===== config.mk =====
export PLATFORM = sky130hd
export DESIGN_NAME = i2c_line_conditioner
export DESIGN_NICKNAME = d
export VERILOG_FILES = /design/src/rtl/i2c_line_conditioner.sv
export SDC_FILE = /design/constraint.sdc
export NUM_CORES = 1
export LEC_CHECK = 0
export CORE_ASPECT_RATIO = 0.9
export CORE_MARGIN = 4
export CORE_UTILIZATION = 40
export CTS_CLUSTER_SIZE = 28
export DETAILED_ROUTE_END_ITERATION = 7
export HOLD_SLACK_MARGIN = 0.1
export PLACE_DENSITY = 0.69
export SETUP_SLACK_MARGIN = 0.2
export SYNTH_ARGS = -nofsm -noshare
export SYNTH_HDL_FRONTEND = slang
export SYNTH_SLANG_ARGS = --single-unit

===== constraint.sdc =====
create_clock -name clk -period 2.1 [get_ports clk]
set_input_delay 0.525 -clock clk [delete_from_list [all_inputs] [get_ports clk]]
set_output_delay 0.525 -clock clk [all_outputs]
set_load 0.005 [all_outputs]

===== src/rtl/i2c_line_conditioner.sv =====
// rtl/i2c_line_conditioner.sv - I2C line readback synchroniser, glitch filter and bridge tick generator
// Optional stuck-low release compiled in with I2C_LINE_CONDITIONER_STUCK_EN.
module i2c_line_conditioner #(
  parameter int CLK_HZ      = 25000000,
  parameter int TICK_HZ     = 3000000,
  parameter int SYNC_STAGES = 2,
  parameter int FILTER_LEN  = 3,
  parameter int STUCK_TICKS = 75000
) (
  input  logic       clk,
  input  logic       reset,
  input  logic [1:0] pad_i,
  output logic       clk_en,
  output logic [1:0] o,
  output logic [1:0] stuck
);

  localparam int DIV_RAW = CLK_HZ / TICK_HZ;
  localparam int DIV     = (DIV_RAW < 1) ? 1 : DIV_RAW;
  localparam int PW      = $clog2(DIV) + 1;
  localparam int FW      = $clog2(FILTER_LEN) + 1;

  localparam logic [PW-1:0] PLAST = PW'(DIV - 1);
  localparam logic [FW-1:0] FLAST = FW'(FILTER_LEN - 1);

  if (SYNC_STAGES < 2) begin : g_chk_sync
    $error("SYNC_STAGES must be at least 2");
  end
  if (FILTER_LEN < 1) begin : g_chk_filter
    $error("FILTER_LEN must be at least 1");
  end
  if (STUCK_TICKS < 1) begin : g_chk_stuck
    $error("STUCK_TICKS must be at least 1");
  end

  // Prescaler: clk_en is registered, so it rises on the DIV-th edge after reset.
  logic [PW-1:0] pcnt;

  always_ff @(posedge clk or posedge reset) begin
    if (reset) begin
      pcnt   <= '0;
      clk_en <= 1'b0;
    end else begin
      clk_en <= (pcnt == PLAST);
      pcnt   <= (pcnt == PLAST) ? '0 : pcnt + PW'(1);
    end
  end

  // Synchronisers reset to the released (high) level.
  logic [1:0] sync_q [SYNC_STAGES];
  logic [1:0] s;

  always_ff @(posedge clk or posedge reset) begin
    if (reset) begin
      for (int i = 0; i < SYNC_STAGES; i++) sync_q[i] <= 2'b11;
    end else begin
      sync_q[0] <= pad_i;
      for (int i = 1; i < SYNC_STAGES; i++) sync_q[i] <= sync_q[i-1];
    end
  end

  assign s = sync_q[SYNC_STAGES-1];

`ifdef I2C_LINE_CONDITIONER_STUCK_EN
  localparam int SW = $clog2(STUCK_TICKS + 1);
  localparam logic [SW-1:0] SMAX  = SW'(STUCK_TICKS);
  localparam logic [SW-1:0] SLAST = SW'(STUCK_TICKS - 1);

  typedef enum logic {
    SIDE_ACTIVE = 1'b0,
    SIDE_STUCK  = 1'b1
  } side_state_t;
`endif

  for (genvar k = 0; k < 2; k++) begin : g_side
    logic          o_q, o_d;
    logic [FW-1:0] fcnt_q, fcnt_d;
    logic          filt_o;
    logic [FW-1:0] filt_cnt;

    // Plain filter result for this tick; the side controller decides whether it applies.
    always_comb begin
      filt_o   = o_q;
      filt_cnt = fcnt_q;
      if (s[k] == o_q) begin
        filt_cnt = '0;
      end else if (fcnt_q == FLAST) begin
        filt_o   = s[k];
        filt_cnt = '0;
      end else begin
        filt_cnt = fcnt_q + FW'(1);
      end
    end

`ifdef I2C_LINE_CONDITIONER_STUCK_EN
    side_state_t   state_q, state_d;
    logic [SW-1:0] scnt_q, scnt_d;

    always_comb begin
      state_d = state_q;
      scnt_d  = scnt_q;
      o_d     = o_q;
      fcnt_d  = fcnt_q;
      if (clk_en) begin
        case (state_q)
          SIDE_ACTIVE: begin
            o_d    = filt_o;
            fcnt_d = filt_cnt;
            if (o_q) begin
              scnt_d = '0;
            end else if (scnt_q == SLAST) begin
              // Held low too long: force the side released and park the filter.
              state_d = SIDE_STUCK;
              scnt_d  = SMAX;
              o_d     = 1'b1;
              fcnt_d  = '0;
            end else begin
              scnt_d = scnt_q + SW'(1);
            end
          end
          SIDE_STUCK: begin
            o_d = 1'b1;
            if (s[k]) begin
              state_d = SIDE_ACTIVE;
              scnt_d  = '0;
              fcnt_d  = '0;
            end
          end
          default: state_d = SIDE_ACTIVE;
        endcase
      end
    end

    always_ff @(posedge clk or posedge reset) begin
      if (reset) begin
        state_q <= SIDE_ACTIVE;
        scnt_q  <= '0;
      end else begin
        state_q <= state_d;
        scnt_q  <= scnt_d;
      end
    end

    assign stuck[k] = (state_q == SIDE_STUCK);
`else
    always_comb begin
      o_d    = o_q;
      fcnt_d = fcnt_q;
      if (clk_en) begin
        o_d    = filt_o;
        fcnt_d = filt_cnt;
      end
    end

    assign stuck[k] = 1'b0;
`endif

    always_ff @(posedge clk or posedge reset) begin
      if (reset) begin
        o_q    <= 1'b1;
        fcnt_q <= '0;
      end else begin
        o_q    <= o_d;
        fcnt_q <= fcnt_d;
      end
    end

    assign o[k] = o_q;
  end

endmodule


---- Yosys cells after proc, flatten, opt, wreduce, memory -nomap -nowiden ----
Index checks and enable logic that the tools add are counted.
storage, ports and cells
  register bits ........................... 17
  bits of input ports ..................... 4
  output and inout port bits .............. 5
  word-level logic and storage cells ...... 25
cells by class
  add/subtract/negate cells ............... 3
  equality and inequality tests ........... 5
  mux-type cells .......................... 5
  bitwise logic cells ..................... 2
  reductions and logical operators ........ 2
operators with widths
  cell                                                                   count
  3-bit two-way mux                                                      4
  3-bit by 1-bit adder with 3-bit output, second input constant          2
  3-bit by 2-bit equality test with 1-bit output, second input constant  2
  3-bit AND reduction                                                    2
  4-bit by 1-bit adder with 4-bit output, second input constant          1
  4-bit by 3-bit equality test with 1-bit output, second input constant  1
  4-bit two-way mux                                                      1
  1-bit equality test                                                    2
  1-bit NOT                                                              2

---- Logic depth before layout (Yosys ltp) ----
Gate-level depths: netlist of run 1.
  depth after elaboration ................. 3
  gate-level depth with buffers ........... 4
  depth with buffers taken out ............ 4

---- Least setup slack after synthesis of run 1 ----
No wires, ideal clock.
  kind .................................... reg-to-output
  start point ............................. reg g_side[0].o_q
  end point ............................... out o[0]
  arrival time ............................ 0.618 ns
  data required time ...................... 1.575 ns
  setup slack ............................. 0.957 ns
  stages on the path, launching flop included .. 2
  path buffers ............................ 1
  cells stage by stage .................... dfstp_2 > buf_4
RTL lines
  item                      line  text
  start: declaration        76    logic o_q, o_d;
  start signal: assignment  160   o_q <= 1'b1;
  start signal: assignment  163   o_q <= o_d;
  end: declaration          14    output logic [1:0] o,
No word-level cell between the ends.

---- Worst setup path in the final report of run 1 ----
  start point ............................. reg g_side[1].o_q
  end point ............................... out o[1]
RTL lines
  item                      line
  start: declaration        76
  start signal: assignment  160
  start signal: assignment  163
No word-level cell between the ends.

==> results.txt, run 1 <==
instance area after placement = 802 um2
share of post-route cells with drive strength above 1 = 22.5%
Placeable Area = 1720 um2
worst min-delay path class = flip-flop to flip-flop
drt first pass iters = 4
area growth from synthesis to layout = 13.1%
max cap viols = 0
M3 GR Usage = 5.50%
Inserted Clock Buffers = 3
total design power = 0.622 mW
CTS max path bufs = 2
post-route DRC violation count = 0
Initial DRC Count = 6
CTS Hold Bufs = 0
critical path cell sequence = clkdlybuf4s50_1
Std-Cell Rows = 14
CTS H-tree lvls = 1
Worst Path Max Fanout = 3
dominant register cell in the synthesized netlist = dfrtp_1
estimated wirelength of the detail-placed design = 714 um
global routing met1 resource utilization = 11.4%
Buf+Inv Stages, Crit Path = 1
minimum period implied by the final worst setup slack = 1860 ps
routed wire length = 958 um
Congestion Overflow GR = 0
worst path required time = 1570 ps
total number of yosys warnings = 0
starting density of the core = 43.4%
antenna violations before repair = 0
largest incremental delay on the critical path = 550 ps
Slowest cell on crit path = dfstp_2
Final Hold Viols = 0
worst rel slew slack = 59.9%
mean number of vias per cell = 4.67
antenna violation net count after detailed routing = 0
number of synthesized flops with an enable pin = 0
leakage power figure = 0.382 nW
via count of the first global-routing pass = 406
setup ws final = 242 ps
weighted congestion at the end of routability-driven global placement = 0.785
data arrival time of the critical path = 1330 ps
ports placed on the boundary = 9
DIE AREA = 2620 um2
Peak VDD IR = 543 uV
Layout Skew = 7.16 ps
total routing usage reported by global routing = 9.06%
clock tree from TritonCTS = yes
Horiz. Die Dim = 53.5 um
status = finished, final reports clean
syn avg cell area = 11.7 um2
cell class contributing the biggest share of worst-path delay = flip-flops
number of vias in the routed layout = 444
capturing element type of the critical path = output port
vertical extent of the die = 49.0 um
number of antenna diodes = 0
wire length of the first global-routing pass = 1700 um
largest net degree at the start of global routing = 18
Net count, final = 77
PD cells = 738 nW/um2
routed length per placed instance = 10.1 um
count of pins over their slew limit = 0
count of state elements after synthesis = 17
top cells by instance count after synthesis = dfrtp_1 (11), dfstp_2 (6), buf_4 (5), inv_1 (5), o22ai_1 (4)
post-placement worst setup slack = 488 ps
fraction of registers with async set or reset after synthesis = 100%
Port Buf Inserts = 6
Worst-Margin Slew = 600 ps
post-synth top area cell = dfrtp_1
count leader, synth = dfrtp_1
setup repair after global routing missed its margin = true
period utilization = 88.5%
area of all placed cells without fillers = 843 um2
count of final setup violators = 0
busiest layer in global routing = met2
buffer type at the clock tree root = clkbuf_4
synthesized instance count = 64
sequential element share of the synthesized area = 58.1%
leading cell types by total area after synthesis = dfrtp_1 (37%), dfstp_2 (21%), buf_4 (5.0%)
clock edge transition at the registers on the reported setup and hold paths = 100 ps
Clock Sink Count = 17
number of distinct standard cells referenced by the synthesized netlist = 21
post-synth top area share = 36.9%
clock insertion delay at the later pin of the skew report = 290 ps
kind of start point of the critical path = flip-flop
post-synthesis cell area = 746 um2
aggregate negative setup slack = 0 ps
Crit Path Category = flip-flop to output port
top achievable clock speed = 0.538 GHz
global routing met2 resource utilization = 12.2%
==> power breakdown <==
group          internal [mW]  total, mW  switching [mW]
Clock                 0.0724      0.177           0.105
Combinational         0.0367     0.0679          0.0312
Sequential             0.356      0.377          0.0214
==> path summary, 6_finish.rpt <==
check	start	endpoint	slack (ps)	depth (start not counted)
max in group asynchronous	reset	clk_en	1080	2
min in group asynchronous	reset	pcnt[0]	580	2
worst min-delay path	sync_q[2]	s[0]	360	0
worst max-delay path	g_side[1].o_q	o[1]	240	1
worst min register to register	sync_q[2]	s[0]	360	0
worst max register to register	g_side[1].o_q	g_side[1].fcnt_q[2]	880	4
==> layout by cell type (no fill, tap or decap), types with 3 or more instances in the layout <==
cell type and n:
nand2_1 3, dfrtp_1 10, dfstp_2 6, clkdlybuf4s50_1 5
o22ai_1 4, inv_1 5, clkbuf_4 3, nor3_1 3
a21o_1 3, nand3_1 3
==> cell type report <==
type | instances | area [um2]
Fill cell | 160 | 873
Tap cell | 24 | 30.0
Clock inverter | 1 | 7.51
Sequential cell | 17 | 434
Timing Repair Buffer | 7 | 70.1
Inverter | 5 | 18.8
Clock buffer | 3 | 22.5
Multi-Input combinational cell | 38 | 260
==> state kept, by name (all words and copies together) (netlist names) <==
| name | flops |
|---|---|
| clk_en | 1 |
| pcnt | 4 |
| g_side.o_q | 2 |
| s | 2 |
| g_side.fcnt_q | 6 |
| sync_q | 2 |
==> what timing repair did <==
| item | 4_1_cts | 5_1_grt |
|---|---|---|
| gates cloned | 0 | 0 |
| gates resized for setup | 1 | 1 |
| endpoints found under the setup margin | 1 | 2 |
| setup buffers | 0 | 1 |
==> through the flow <==
step	instances	util [%]	hold slack, ps
after floorplan	65	-	345
after global placement	90	46.7	346
after detailed placement	90	46.7	349
after CTS	94	48.5	365
after global routing	95	49.1	367
final	95	49.1	363
==> metal layers <==
layer  up-vias  wire, um
met5         -         0
met4         0        14
met3         2        71
met2        13       441
met1       206       430
li1        223         -
==> cell families (layout without fill, tap and decap cells) <==
family	Yosys count	count (layout)	synth area share, %
AND/OR/NAND/NOR	19	19	15.9
adder cells (fa/ha/maj)	1	1	1.68
AO/OA/AOI/OAI	11	11	9.73
multiplexers	2	2	3.02
buffers and inverters	10	16	7.55
XOR/XNOR	3	3	3.52
flip-flops	17	17	58.1
other	1	2	0.503
No activity file was read; power rests on OpenSTA's default activity.
==> run 2: changes to the inputs <==
Settings changed: REMOVE_ABC_BUFFERS from default to 1, SKIP_CTS_REPAIR_TIMING from default to 1.
==> results.txt, run 2 (synthesis results as in run 1) <==
drt first pass iters = 1 (-3)
share of power burned in combinational logic = 10.6% (-0.3 points)
aggregate negative setup slack = 0 ps (unchanged)
design internal power = 0.464 mW (-0.18%)
antenna violation net count after detailed routing = 0 (unchanged)
Buf+Inv Stages, Crit Path = 1 (unchanged)
leakage power figure = 0.370 nW (-3.2%)
worst min-delay path class = flip-flop to flip-flop
number of cells after detailed placement = 91 (+1.1%)
Slowest cell on crit path = dfstp_2
routed length per placed instance = 10.3 um (+2.6%)
critical path cell sequence = clkdlybuf4s50_1
capture point of the critical path = o[0]
worst path required time = 1570 ps (about the same)
buffer type at the clock tree root = clkbuf_4
Storage cell area = 433 um2 (-0.29%)
period utilization = 88.2% (-0.27 points)
number of antenna diodes = 0 (unchanged)
largest net degree at the start of global routing = 18 (unchanged)
top achievable clock speed = 0.540 GHz (+0.31%)
estimated wirelength of the detail-placed design = 748 um (+4.8%)
clock group share of total power = 27.6% (-0.9 points)
count of pins over their slew limit = 0 (unchanged)
weighted congestion at the end of routability-driven global placement = 0.695 (-11%)
NetSw = 0.147 mW (-6.8%)
fraction of power spent switching nets = 24.0% (-1.3 points)
clock insertion delay at the later pin of the skew report = 280 ps (about the same)
length in cells of the worst reg-to-reg path = 3 (-1)
ports placed on the boundary = 9 (unchanged)
data arrival time of the critical path = 1330 ps (about the same)
Congestion Overflow GR = 0 (unchanged)
Crit Path Category = flip-flop to output port
count of final setup violators = 0 (unchanged)
worst rel slew slack = 59.7% (-0.27 points)
wire length of the first global-routing pass = 1870 um (+9.7%)
max cap viols = 0 (unchanged)
end-of-flow core utilization = 48.7% (-0.44 points)
min-delay src = sync_q[3]
launch instance of the worst register-to-register path = g_side[0].fcnt_q[2]
largest incremental delay on the critical path = 550 ps (about the same)
Peak VDD IR = 420 uV (-23%)
register-to-register path setup slack = 910 ps (+30 ps)
Clock Sink Count = 17 (unchanged)
Initial DRC Count = 0 (-6)
number of vias in the routed layout = 447 (+0.68%)
kind of start point of the critical path = flip-flop
clock tree from TritonCTS = yes
Net count, final = 77 (unchanged)
PD cells = 731 nW/um2 (-0.96%)
DIE AREA = 2620 um2 (unchanged)
starting density of the core = 43.4% (unchanged)
Worst-Margin Slew = 604 ps (+4.04 ps)
highest-count cells in the layout ignoring fill and taps = dfrtp_1 (11), dfstp_2 (6), clkdlybuf4s50_1 (6)
CTS H-tree lvls = 1 (unchanged)
area growth from synthesis to layout = 12.1%
most common cell after layout, fill and taps aside = dfrtp_1
post-route DRC violation count = 0 (unchanged)
Placeable Area = 1720 um2 (unchanged)
Worst Path Max Fanout = 3 (unchanged)
Horiz. Die Dim = 53.5 um (unchanged)
final cell count without fillers = 95 (unchanged)
total routing usage reported by global routing = 9.58% (+0.51 points)
share of total power in sequential cells = 61.8% (+1.2 points)
minimum period implied by the final worst setup slack = 1850 ps (-5.65 ps)
vertical extent of the die = 49.0 um (unchanged)
area of combinational cells with multiple inputs = 260 um2 (unchanged)
share of post-route cells with drive strength above 1 = 19.7% (-2.8 points)
CTS max path bufs = 2 (unchanged)
capturing element type of the critical path = output port
logic depth of the worst setup path including buffers = 1 (unchanged)
total design power = 0.611 mW (-1.8%)
via count of the first global-routing pass = 456 (+12%)
mean number of vias per cell = 4.71 (+0.68%)
register name with the most flops = g_side.fcnt_q
setup repair after global routing missed its margin = false
max reg flops = 6 (unchanged)
clock edge transition at the registers on the reported setup and hold paths = 90 ps (about the same)
Final Hold Viols = 0 (unchanged)
biggest registers after layout = g_side.fcnt_q (6), pcnt (4)
status = finished, final reports clean
Layout Skew = 2.48 ps (-4.68 ps)
antenna violations before repair = 0 (unchanged)
final-layout fill cell count = 160 (unchanged)
Inserted Clock Buffers = 3 (unchanged)
cell class contributing the biggest share of worst-path delay = flip-flops
capturing point of the worst reg2reg path = g_side[0].o_q
Port Buf Inserts = 6 (unchanged)
Std-Cell Rows = 14 (unchanged)
startpoint of the most critical setup path = g_side[0].o_q
routed wire length = 983 um (+2.6%)
run 2: cell count changes in the layout (fill, tap and decap cells not counted):
cell	previous run	this run
dlymetal6s2s_1	1	0
dfrtp_2	1	0
clkdlybuf4s50_1	5	6
clkbuf_1	0	1
clkinvlp_4	1	0
dfrtp_1	10	11
run 2: area by class of cell:
class | count | area share [%]
Sequential cell | 17 | 51.8
Tap cell | 24 | 3.59
Inverter | 5 | 2.25
Multi-Input combinational cell | 38 | 31.1
Clock buffer | 4 | 3.14
Timing Repair Buffer | 7 | 8.08
run 2: power by group through the flow:
stage	logic (mW)	registers (mW)	clock network [mW]
finish	0.0648	0.378	0.169
global placement	0.0652	0.382	0
CTS	0.0666	0.378	0.176
global route	0.0735	0.383	0.190
detailed placement	0.0665	0.384	0
floorplan	0.0428	0.380	0
run 2: worst min path at each step:
stage	slack [ps]	to	depth (start not counted)
floorplan	350	s[0]	0
finish	360	s[1]	0
global route	370	s[1]	0
global placement	350	s[1]	0
detailed placement	350	s[1]	0
CTS	360	s[1]	0
run 2: routing by layer:
layer	vias up	global-route usage [%]	routed length [um]
li1	223	-	-
met1	211	12.8	487
met2	9	13.7	429
met3	4	1.83	41
met4	0	6.38	25
met5	-	0	0
run 2: stage by stage:
step | instance area [um2] | setup WS (ps) | hold slack, ps
3_5_place_dp | 810 | 555 | 347
4_1_cts | 836 | 232 | 361
2_1_floorplan | 712 | 988 | 345
6_report | 836 | 248 | 360
3_3_place_gp | 810 | 557 | 346
5_1_grt | 836 | 203 | 366
==> run 3: changes to the inputs <==
Settings changed: SLEW_MARGIN from default to 25.
Clock period 2.1 ns to 1.8 ns, I/O delays scaled along.
==> results.txt, run 3 (synthesis results as in run 1) <==
NetSw = 0.176 mW (+20%)
post-placement worst setup slack = 326 ps (-229 ps)
buffer type at the clock tree root = clkbuf_4
end-of-flow core utilization = 50.9% (+2.2 points)
number of antenna diodes = 0 (unchanged)
highest-count cells in the layout ignoring fill and taps = dfrtp_1 (11), dfstp_2 (6), inv_1 (5), buf_4 (5), o22ai_1 (4)
drt first pass iters = 4 (+3)
share of total power in sequential cells = 60.7% (-1.1 points)
instance area after placement = 817 um2 (+0.93%)
Std-Cell Rows = 14 (unchanged)
antenna violations before repair = 0 (unchanged)
startpoint of the most critical setup path = g_side[0].o_q
top achievable clock speed = 0.720 GHz
design internal power = 0.548 mW (+18%)
starting density of the core = 43.4% (unchanged)
leakage power figure = 0.440 nW (+19%)
Initial DRC Count = 10 (+10)
period utilization = 77.2%
Final Hold Viols = 0 (unchanged)
critical path cell sequence = dlymetal6s2s_1
clock group share of total power = 27.2% (-0.4 points)
setup ws final = 410 ps (+162 ps)
status = finished, final reports clean
data arrival time of the critical path = 940 ps (-390 ps)
launch instance of the worst register-to-register path = g_side[1].o_q
Horiz. Die Dim = 53.5 um (unchanged)
Peak VDD IR = 687 uV (+63%)
weighted congestion at the end of routability-driven global placement = 0.648 (-6.8%)
worst path required time = 1350 ps (-220 ps)
clock insertion delay at the later pin of the skew report = 290 ps (about the same)
fraction of power spent switching nets = 24.3% (+0.27 points)
Placeable Area = 1720 um2 (unchanged)
setup repair after global routing missed its margin = false
area growth from synthesis to layout = 17.1%
share of post-route cells with drive strength above 1 = 24.0% (+4.3 points)
Clock Sink Count = 17 (unchanged)
final-layout fill cell count = 165 (+3.1%)
antenna violation net count after detailed routing = 0 (unchanged)
register name with the most flops = g_side.fcnt_q
Inserted Clock Buffers = 3 (unchanged)
max reg flops = 6 (unchanged)
Crit Path Category = flip-flop to output port
DIE AREA = 2620 um2 (unchanged)
largest net degree at the start of global routing = 18 (unchanged)
Congestion Overflow GR = 0 (unchanged)
number of vias in the routed layout = 464 (+3.8%)
Net count, final = 81 (+5.2%)
largest incremental delay on the critical path = 540 ps (about the same)
routed length per placed instance = 11.1 um (+7.6%)
Slowest cell on crit path = dfstp_2
area of all placed cells without fillers = 873 um2 (+4.5%)
biggest registers after layout = g_side.fcnt_q (6), pcnt (4)
clock tree from TritonCTS = yes
via count of the first global-routing pass = 455 (-0.22%)
Layout Skew = 8.65 ps (+6.17 ps)
most common cell after layout, fill and taps aside = dfrtp_1
vertical extent of the die = 49.0 um (unchanged)
Port Buf Inserts = 6 (unchanged)
ports placed on the boundary = 9 (unchanged)
minimum period implied by the final worst setup slack = 1390 ps
Buf+Inv Stages, Crit Path = 1 (unchanged)
worst min-delay path class = flip-flop to flip-flop
CTS max path bufs = 2 (unchanged)
kind of start point of the critical path = flip-flop
wire length of the first global-routing pass = 1880 um (+0.37%)
clock edge transition at the registers on the reported setup and hold paths = 80 ps (about the same)
cell class contributing the biggest share of worst-path delay = flip-flops
count of final setup violators = 0 (unchanged)
post-route DRC violation count = 0 (unchanged)
max cap viols = 0 (unchanged)
PD cells = 829 nW/um2 (+13%)
capturing element type of the critical path = output port
count of pins over their slew limit = 0 (unchanged)
CTS H-tree lvls = 1 (unchanged)
share of power burned in combinational logic = 12.1% (+1.5 points)
routed wire length = 1100 um (+12%)
aggregate negative setup slack = 0 ps (unchanged)
mean number of vias per cell = 4.69 (-0.39%)
total routing usage reported by global routing = 9.48% (-0.098 points)
estimated wirelength of the detail-placed design = 773 um (+3.3%)
min-delay src = sync_q[3]
Worst Path Max Fanout = 3 (unchanged)
==> run 3: cell type report <==
| cell class | count | area [um2] | share of cell area, % |
|---|---|---|---|
| Multi-Input combinational cell | 38 | 260 | 29.8 |
| Sequential cell | 17 | 433 | 49.6 |
| Tap cell | 24 | 30.0 | 3.44 |
| Timing Repair Buffer | 11 | 105 | 12.0 |
| Clock buffer | 4 | 26.3 | 3.01 |
| Inverter | 5 | 18.8 | 2.15 |
==> run 3: worst paths after layout <==
path	end	slack, ps	cells past startpoint
worst max-delay path	o[0]	410	1
worst min-delay path	s[1]	360	0
worst max register to register	g_side[1].fcnt_q[2]	550	4
worst min register to register	s[1]	360	0
max in group asynchronous	g_side[1].o_q	1070	3
min in group asynchronous	pcnt[1]	470	3
==> run 3: routing by layer <==
layer	track usage (%)	routed length [um]	vias up
met5	0	0	-
met4	1.28	9	0
met3	4.59	66	2
met2	15.1	507	11
met1	11.7	519	217
li1	-	-	234
==> run 3: per-stage QoR <==
step	hold slack, ps	instances	total power, mW
final	359	99	0.724
after global routing	369	99	0.761
after CTS	360	96	0.725
after detailed placement	347	92	0.529
after global placement	346	92	0.524
after floorplan	345	60	0.494
==> run 3: power by group through the flow <==
| stage | registers (mW) | logic (mW) | clock network (mW) |
|---|---|---|---|
| after global routing | 0.445 | 0.0978 | 0.218 |
| after CTS | 0.441 | 0.0816 | 0.202 |
| final | 0.439 | 0.0878 | 0.197 |
| after detailed placement | 0.448 | 0.0816 | 0 |
| after floorplan | 0.444 | 0.0500 | 0 |
| after global placement | 0.446 | 0.0782 | 0 |
